$ cat config.mk
export PLATFORM = sky130hd
export DESIGN_NAME = red_pitaya_iq_modulator_block
export DESIGN_NICKNAME = d
export VERILOG_FILES = /design/src/rtl/red_pitaya_iq_modulator_block_pkg.sv /design/src/rtl/red_pitaya_round_sat.sv /design/src/rtl/red_pitaya_iq_modulator_block.sv
export SDC_FILE = /design/constraint.sdc
export NUM_CORES = 2
export LEC_CHECK = 0
export ABC_AREA = 1
export CORE_UTILIZATION = 60
export DETAILED_ROUTE_END_ITERATION = 7
export DONT_BUFFER_PORTS = 1
export PLACE_DENSITY = 0.85
export SLEW_MARGIN = 20
export SYNTH_ARGS = -nofsm -noshare
export SYNTH_HDL_FRONTEND = slang
export SYNTH_HIERARCHICAL = 1
export SYNTH_SLANG_ARGS = --single-unit
$ cat constraint.sdc
create_clock -name clk_i -period 16.1 [get_ports clk_i]
set_clock_uncertainty 0.05 [all_clocks]
set_input_delay 3.22 -clock clk_i [delete_from_list [all_inputs] [get_ports clk_i]]
set_output_delay 3.22 -clock clk_i [all_outputs]
set_load 0.01 [all_outputs]
$ cat src/rtl/red_pitaya_iq_modulator_block_pkg.sv
`default_nettype none
// ============================================================================
//  red_pitaya_iq_modulator_block_pkg
//  Shared FSM encoding, default widths and stage-width helpers for the
//  IQ modulator.
//  Revision: 1.0
// ============================================================================
package red_pitaya_iq_modulator_block_pkg;

    typedef enum logic [1:0] {
        ST_OFF       = 2'd0,
        ST_RAMP_UP   = 2'd1,
        ST_ON        = 2'd2,
        ST_RAMP_DOWN = 2'd3
    } iqmod_state_t;

    localparam int IQMOD_LATENCY  = 5;

    localparam int IQMOD_INBITS   = 18;
    localparam int IQMOD_GAINBITS = 16;
    localparam int IQMOD_SINBITS  = 14;
    localparam int IQMOD_OUTBITS  = 14;
    localparam int IQMOD_RAMPBITS = 16;

    // Right shift that brings the summed mixer products down to OUTBITS+2.
    function automatic int iqmod_mix_shift(input int inbits, input int sinbits,
                                           input int outbits);
        return sinbits - 1 + inbits - outbits;
    endfunction

    // Gain product is scaled so that 2**(GAINBITS-2) means unity.
    function automatic int iqmod_gain_shift(input int gainbits);
        return gainbits - 2;
    endfunction

endpackage
`default_nettype wire

$ cat src/rtl/red_pitaya_round_sat.sv
`default_nettype none
// ============================================================================
//  red_pitaya_round_sat
//  Combinational symmetric round-half-toward-zero shift followed by a
//  symmetric clamp to +/-(2**(OUT_W-1)-1).
//  Revision: 1.0
// ============================================================================
module red_pitaya_round_sat #(
    parameter int IN_W  = 34,
    parameter int SHIFT = 14,
    parameter int OUT_W = 18
) (
    input  logic signed [IN_W-1:0]  i_val,
    output logic signed [OUT_W-1:0] o_val,
    output logic                    o_sat
);

    localparam int EXT_W  = IN_W + 1;
    localparam int WIDE_W = ((EXT_W > OUT_W) ? EXT_W : OUT_W) + 1;

    localparam logic signed [WIDE_W-1:0] c_max =
        {{(WIDE_W-OUT_W+1){1'b0}}, {(OUT_W-1){1'b1}}};
    localparam logic signed [WIDE_W-1:0] c_min = -c_max;

    logic signed [EXT_W-1:0]  w_ext;
    logic signed [EXT_W-1:0]  w_shr;
    logic signed [WIDE_W-1:0] w_wide;

    assign w_ext = {i_val[IN_W-1], i_val};

    generate
        if (SHIFT > 0) begin : g_round
            localparam logic signed [EXT_W-1:0] c_half =
                {{(EXT_W-1){1'b0}}, 1'b1} << (SHIFT-1);
            localparam logic signed [EXT_W-1:0] c_half_m1 = c_half - EXT_W'(1);

            logic signed [EXT_W-1:0] w_bias;
            logic signed [EXT_W-1:0] w_sum;

            // Negative values get the full half so ties fall toward zero.
            assign w_bias = i_val[IN_W-1] ? c_half : c_half_m1;
            assign w_sum  = w_ext + w_bias;
            assign w_shr  = w_sum >>> SHIFT;
        end else begin : g_pass
            assign w_shr = w_ext;
        end
    endgenerate

    assign w_wide = WIDE_W'(w_shr);

    always_comb begin
        o_sat = 1'b0;
        o_val = w_wide[OUT_W-1:0];
        if (w_wide > c_max) begin
            o_sat = 1'b1;
            o_val = c_max[OUT_W-1:0];
        end else if (w_wide < c_min) begin
            o_sat = 1'b1;
            o_val = c_min[OUT_W-1:0];
        end
    end

endmodule
`default_nettype wire

$ cat src/rtl/red_pitaya_iq_modulator_block.sv
`default_nettype none
// ============================================================================
//  red_pitaya_iq_modulator_block
//  Gain-scales two quadratures, mixes them onto sin/cos, applies a soft
//  start/stop envelope plus DC offset and saturates to DAC width.
//  Revision: 1.0
// ============================================================================
module red_pitaya_iq_modulator_block
    import red_pitaya_iq_modulator_block_pkg::*;
#(
    parameter int INBITS   = IQMOD_INBITS,
    parameter int GAINBITS = IQMOD_GAINBITS,
    parameter int SINBITS  = IQMOD_SINBITS,
    parameter int OUTBITS  = IQMOD_OUTBITS,
    parameter int RAMPBITS = IQMOD_RAMPBITS
) (
    input  logic                       clk_i,
    input  logic                       rstn_i,
    input  logic signed [SINBITS-1:0]  sin,
    input  logic signed [SINBITS-1:0]  cos,
    input  logic signed [INBITS-1:0]   signal1_i,
    input  logic signed [INBITS-1:0]   signal2_i,
    input  logic signed [GAINBITS-1:0] g1_i,
    input  logic signed [GAINBITS-1:0] g2_i,
    input  logic signed [OUTBITS-1:0]  offset_i,
    input  logic                       enable_i,
    input  logic [RAMPBITS-1:0]        ramp_step_i,
    output logic signed [OUTBITS-1:0]  dat_o,
    output logic                       active_o,
    output logic                       sat_o
);

    localparam int PROD_W    = INBITS + GAINBITS;
    localparam int MIX_W     = INBITS + SINBITS;
    localparam int SUM_W     = MIX_W + 1;
    localparam int S_W       = OUTBITS + 2;
    localparam int AMP_W     = RAMPBITS + 1;
    localparam int ENV_W     = S_W + AMP_W + 1;
    localparam int E_W       = S_W + 1;
    localparam int OSUM_W    = ((E_W > OUTBITS) ? E_W : OUTBITS) + 1;
    localparam int SAT_DLY   = IQMOD_LATENCY - 2;
    localparam int GAIN_SH   = iqmod_gain_shift(GAINBITS);
    localparam int MIX_SH    = iqmod_mix_shift(INBITS, SINBITS, OUTBITS);

    localparam logic [AMP_W-1:0] c_unity = {1'b1, {RAMPBITS{1'b0}}};

    // ------------------------------------------------------------------
    // Datapath signals
    // ------------------------------------------------------------------
    logic signed [SINBITS-1:0] r_sin_d1, r_sin_d2;
    logic signed [SINBITS-1:0] r_cos_d1, r_cos_d2;
    logic signed [PROD_W-1:0]  r_p1, r_p2;
    logic signed [INBITS-1:0]  w_q1, w_q2;
    logic                      w_q1_sat, w_q2_sat;
    logic signed [INBITS-1:0]  r_q1, r_q2;
    logic signed [MIX_W-1:0]   r_m1, r_m2;
    logic signed [SUM_W-1:0]   w_msum;
    logic signed [S_W-1:0]     w_s;
    logic                      w_s_sat;
    logic signed [S_W-1:0]     r_s;
    logic signed [ENV_W-1:0]   w_env;
    logic signed [E_W-1:0]     w_e;
    logic                      w_e_sat;
    logic signed [OSUM_W-1:0]  w_osum;
    logic signed [OUTBITS-1:0] w_out;
    logic                      w_out_sat;
    logic [SAT_DLY-1:0]        r_sat_pipe;
    logic signed [OUTBITS-1:0] r_dat;
    logic                      r_sat;

    // ------------------------------------------------------------------
    // Envelope FSM signals
    // ------------------------------------------------------------------
    iqmod_state_t              r_state;
    logic [AMP_W-1:0]          r_amp;
    logic                      r_active;
    logic [AMP_W-1:0]          w_step_ext;
    logic [AMP_W:0]            w_up_sum;
    logic                      w_step_zero;
    logic                      w_up_full;
    logic                      w_dn_empty;
    logic [AMP_W-1:0]          w_dn_amp;

    // ------------------------------------------------------------------
    // S2 rounding/saturation of the gain products
    // ------------------------------------------------------------------
    red_pitaya_round_sat #(
        .IN_W  (PROD_W),
        .SHIFT (GAIN_SH),
        .OUT_W (INBITS)
    ) u_rs_q1 (
        .i_val (r_p1),
        .o_val (w_q1),
        .o_sat (w_q1_sat)
    );

    red_pitaya_round_sat #(
        .IN_W  (PROD_W),
        .SHIFT (GAIN_SH),
        .OUT_W (INBITS)
    ) u_rs_q2 (
        .i_val (r_p2),
        .o_val (w_q2),
        .o_sat (w_q2_sat)
    );

    // ------------------------------------------------------------------
    // S4 mixer sum; OUTBITS+2 holds the worst case so it never clamps
    // ------------------------------------------------------------------
    assign w_msum = SUM_W'(r_m1) + SUM_W'(r_m2);

    red_pitaya_round_sat #(
        .IN_W  (SUM_W),
        .SHIFT (MIX_SH),
        .OUT_W (S_W)
    ) u_rs_s (
        .i_val (w_msum),
        .o_val (w_s),
        .o_sat (w_s_sat)
    );

    // ------------------------------------------------------------------
    // S5 envelope, offset and final clamp
    // ------------------------------------------------------------------
    assign w_env = ENV_W'(r_s) * ENV_W'($signed({1'b0, r_amp}));

    red_pitaya_round_sat #(
        .IN_W  (ENV_W),
        .SHIFT (RAMPBITS),
        .OUT_W (E_W)
    ) u_rs_env (
        .i_val (w_env),
        .o_val (w_e),
        .o_sat (w_e_sat)
    );

    assign w_osum = OSUM_W'(w_e) + OSUM_W'(offset_i);

    red_pitaya_round_sat #(
        .IN_W  (OSUM_W),
        .SHIFT (0),
        .OUT_W (OUTBITS)
    ) u_rs_out (
        .i_val (w_osum),
        .o_val (w_out),
        .o_sat (w_out_sat)
    );

    // ------------------------------------------------------------------
    // Pipeline registers
    // ------------------------------------------------------------------
    always_ff @(posedge clk_i or negedge rstn_i) begin
        if (!rstn_i) begin
            r_sin_d1   <= '0;
            r_sin_d2   <= '0;
            r_cos_d1   <= '0;
            r_cos_d2   <= '0;
            r_p1       <= '0;
            r_p2       <= '0;
            r_q1       <= '0;
            r_q2       <= '0;
            r_m1       <= '0;
            r_m2       <= '0;
            r_s        <= '0;
            r_sat_pipe <= '0;
            r_dat      <= '0;
            r_sat      <= 1'b0;
        end else begin
            r_sin_d1   <= sin;
            r_sin_d2   <= r_sin_d1;
            r_cos_d1   <= cos;
            r_cos_d2   <= r_cos_d1;
            r_p1       <= PROD_W'(signal1_i) * PROD_W'(g1_i);
            r_p2       <= PROD_W'(signal2_i) * PROD_W'(g2_i);
            r_q1       <= w_q1;
            r_q2       <= w_q2;
            r_m1       <= MIX_W'(r_q1) * MIX_W'(r_sin_d2);
            r_m2       <= MIX_W'(r_q2) * MIX_W'(r_cos_d2);
            r_s        <= w_s;
            // Input-stage clamp flag travels alongside its sample to S5.
            r_sat_pipe <= {r_sat_pipe[SAT_DLY-2] | w_s_sat,
                           r_sat_pipe[SAT_DLY-3:0],
                           w_q1_sat | w_q2_sat};
            r_dat      <= w_out;
            r_sat      <= w_out_sat | w_e_sat | r_sat_pipe[SAT_DLY-1];
        end
    end

    // ------------------------------------------------------------------
    // Envelope FSM
    // ------------------------------------------------------------------
    assign w_step_ext  = {1'b0, ramp_step_i};
    assign w_step_zero = (ramp_step_i == '0);
    assign w_up_sum    = {1'b0, r_amp} + {2'b00, ramp_step_i};
    assign w_up_full   = w_step_zero || (w_up_sum >= {1'b0, c_unity});
    assign w_dn_empty  = w_step_zero || (r_amp <= w_step_ext);
    assign w_dn_amp    = r_amp - w_step_ext;

    always_ff @(posedge clk_i or negedge rstn_i) begin
        if (!rstn_i) begin
            r_state  <= ST_OFF;
            r_amp    <= '0;
            r_active <= 1'b0;
        end else begin
            case (r_state)
                ST_OFF: begin
                    if (enable_i && w_step_zero) begin
                        r_state  <= ST_ON;
                        r_amp    <= c_unity;
                        r_active <= 1'b1;
                    end else if (enable_i) begin
                        r_state  <= ST_RAMP_UP;
                        r_amp    <= w_step_ext;
                        r_active <= 1'b1;
                    end else begin
                        r_amp    <= '0;
                        r_active <= 1'b0;
                    end
                end
                ST_RAMP_UP, ST_RAMP_DOWN: begin
                    if (enable_i && w_up_full) begin
                        r_state  <= ST_ON;
                        r_amp    <= c_unity;
                        r_active <= 1'b1;
                    end else if (enable_i) begin
                        r_state  <= ST_RAMP_UP;
                        r_amp    <= w_up_sum[AMP_W-1:0];
                        r_active <= 1'b1;
                    end else if (w_dn_empty) begin
                        r_state  <= ST_OFF;
                        r_amp    <= '0;
                        r_active <= 1'b0;
                    end else begin
                        r_state  <= ST_RAMP_DOWN;
                        r_amp    <= w_dn_amp;
                        r_active <= 1'b1;
                    end
                end
                ST_ON: begin
                    if (enable_i) begin
                        r_amp    <= c_unity;
                        r_active <= 1'b1;
                    end else if (w_dn_empty) begin
                        r_state  <= ST_OFF;
                        r_amp    <= '0;
                        r_active <= 1'b0;
                    end else begin
                        r_state  <= ST_RAMP_DOWN;
                        r_amp    <= w_dn_amp;
                        r_active <= 1'b1;
                    end
                end
                default: begin
                    r_state  <= ST_OFF;
                    r_amp    <= '0;
                    r_active <= 1'b0;
                end
            endcase
        end
    end

    assign dat_o    = r_dat;
    assign sat_o    = r_sat;
    assign active_o = r_active;

endmodule
`default_nettype wire
==> results.md <==
* Total die area at 121000 um2
* Cell taking the most area after synthesis: fa_1
* CTS Hold Bufs at 0
* Seq/Total Area, Yosys at 9.71%
* Critical Path Start Type: flop
* Core ar. at 118000 um2
* Hold Path Class: reg2reg
* CTS Root Cell: clkbuf_16
* CTS tree: built
* Crit. path cell count at 47
* Nets at 11.4k
* Synth cell types at 62
* Number of flops mapped to enable cells by yosys at 0
* Post-CTS Setup Repair Bufs at 0
* Vias post-DR at 58.4k
* CP max stage cell: fa_1
* F_max at 85.7 MHz
* DRT antenna net count at 0
* Die height at 347 um
* Gate Count Post-Synth at 9666
* Post-Place Cell Area at 72300 um2
* Crit path largest cell delay at 0.59 ns
* CP Buf/Inv Count at 8
* Cts bufs inserted at 34
* Synth top area cells: fa_1 36%, inv_1 14%, nand2_1 14%, ha_1 10%, dfrtp_1 9.7%
* Ys flop type: dfrtp_1
* Setup tns final at 0 ns
* Final core utilization at slightly above 60%
* Share of the synthesized area in the top cell type at 35.7%
* Smallest setup slack after layout at 4.43 ns
* Arr. time, crit path at roughly 12 ns
* Hold Path Stages at 0
* Largest net degree at the start of global routing at 279
* Std-Cell Rows at 126
* Worst path most repeated cell: nand2_1
* Reg area at 6960 um2
* Status: completed
* Synth Warn # at 6
* Aggregate routed wire length at around 180000 um
* CP Capture Type: flop
* DR WL/cell at between 15 and 20 um
* GR Overflow Total at 0
* Layout cells sized above 1 at 2.12%
* Final Cell Area at 73600 um2
* Crit-path leading delay family: adder cells
* Worst-path clk slew at 0.07 ns
* DR iter-0 viols at 4155
* Fillers at 10.2k
* Worst-margin pin slew at 1.04 ns
* DP Worst Slack at 4.37 ns
* H-Tree Depth at 2
* First-pass DRT Iterations at 6
* Remaining DRCs at 0
* Clk_lat worst skew at 0.59 ns
* DP HPWL at ~150000 um
* Multi-input gate area at 53300 um2
* Longest Clk Path Bufs at 3
* WP data required at approximately 17 ns
* Overall Global Routing Usage at 31.1%
* PortBufs at 0
* Diodes inserted at 0
* Worst Path Max Fanout at 17
* Fin crit share at between 70 and 80%
* First-pass GRT wire length at 306000 um
* Average cell area after synthesis at 7.41 um2
* Clock sinks at 278
* Synth Cell Area at 71600 um2
* MaxCap Viol Count at 0
* RSZ-0062 raised after global routing: no
* Initial Util at 60.6%
* Post-synthesis sequential element count at 278
* Die Wd at approximately 350 um
* Synthesized Nets at 11.7k
* Final Hold Vio Count at 0
* Top-count cell post-synth: inv_1
* Vias in the first global route at 62.8k
* WS Path Type: reg2reg
* Ports at 145
* Post-CTS Resized at 0
* Async S/R FF share, synth at 100%
* Top cells by count, synth: 2692 x inv_1, 2634 x nand2_1, 1278 x fa_1
* Via/cell ratio at 5.32
* Area grow syn2layout at 2.77%
* Tmin final at approximately 12 ns
* Final setup vio count at 0
* Path depth of the worst reg2reg path at 47
* Routability cong. at 0.975
* Slew Limit Headroom at a little under a third
* Final Max Tran Viols at 0
* Antenna violations before repair at 2
-- final cells by class --
cell class | count | share of cell area [%]
clock buffers | 43 | 1.26
clock inverters | 19 | 0.459
inverters | 2708 | 13.8
multi-input cells | 6381 | 72.4
flip-flops and latches | 278 | 9.45
well taps | 1536 | 2.61
repair buffers | 2 | 0.0204
-- logic make-up (layout without fill, tap and decap cells) --
kind of cell	after synthesis	count (layout)	synth area share [%]
AOI/OAI and AO/OA	580	580	4.57
and+or+nand+nor	3717	3717	21.2
adders and majority gates	1862	1862	45.9
xor gates and xnor gates	222	222	2.72
DFF	278	278	9.71
buffers and inverters	3007	2772	15.9
-- through the flow --
stage,hold slack [ns],cells
floorplan,0.281,9666
finish,0.287,10967
detailed placement,0.285,10905
CTS,0.291,10967
global placement,0.282,10905
global route,0.299,10967
-- worst reg2reg max path: cells and delay by family (launching register included) --
family | cells | cell delay (ns)
adders and majority gates | 9 | 4.48
and+or+nand+nor | 21 | 2.76
AOI/OAI and AO/OA | 8 | 2.03
buffers and inverters | 8 | 1.47
DFF | 1 | 0.43
xor gates and xnor gates | 1 | 0.38
-- path summary, 6_finish.rpt --
kind,endpoint,start,slack (ns)
worst max-delay path,sat_o,r_s[15],4.43
worst min register to register,r_sin_d2[1],r_sin_d1[1],0.29
min in group asynchronous,r_amp[4],rstn_i,2.32
worst max register to register,sat_o,r_s[15],4.43
max in group asynchronous,r_cos_d2[3],rstn_i,12.84
worst min-delay path,r_sin_d2[1],r_sin_d1[1],0.29
-- sequential cells by signal, indices dropped and copies added, names as in the netlist --
signal,count
r_p1,34
r_p2,34
r_m1,32
r_m2,32
r_q1,18
r_q2,18
r_amp,17
r_s,16
dat_o,14
r_cos_d1,14
r_cos_d2,14
r_sin_d1,14
r_sin_d2,14
r_sat_pipe,3
r_state,2
active_o,1
sat_o,1
-- layer usage --
layer | part of all wire (%) | track usage [%]
met5 | 0.015 | 0
met4 | 4.7 | 13.9
met3 | 6.4 | 3.72
met2 | 50 | 55.6
met1 | 39 | 37.7
-- cells in the final DEF (no fill, tap or decap), drive strengths merged, types with 2 or more instances in the layout --
cell / Yosys / final
inv: 2703 / 2706
nand2: 2667 / 2667
fa: 1278 / 1278
ha: 584 / 584
nor2: 533 / 533
nand3: 297 / 297
a21oi: 295 / 295
dfrtp: 278 / 278
o21ai: 160 / 160
xor2: 149 / 149
nand4: 74 / 74
xnor2: 73 / 73
nor3: 66 / 66
clkbuf: 274 / 43
or2: 39 / 39
a21o: 27 / 27
o21bai: 27 / 27
a31oi: 25 / 25
nand3b: 18 / 18
a21boi: 17 / 17
clkinv: 5 / 12
nor4: 9 / 9
and2: 8 / 8
o21a: 7 / 7
bufinv: 0 / 7
o211ai: 5 / 5
o221ai: 4 / 4
a211oi: 4 / 4
and3: 4 / 4
o31ai: 3 / 3
clkinvlp: 0 / 2
buf: 25 / 2
Power is left out: the tool's default activity adds up to more than one toggle a clock period on the data nets, which glitch-free logic cannot reach.
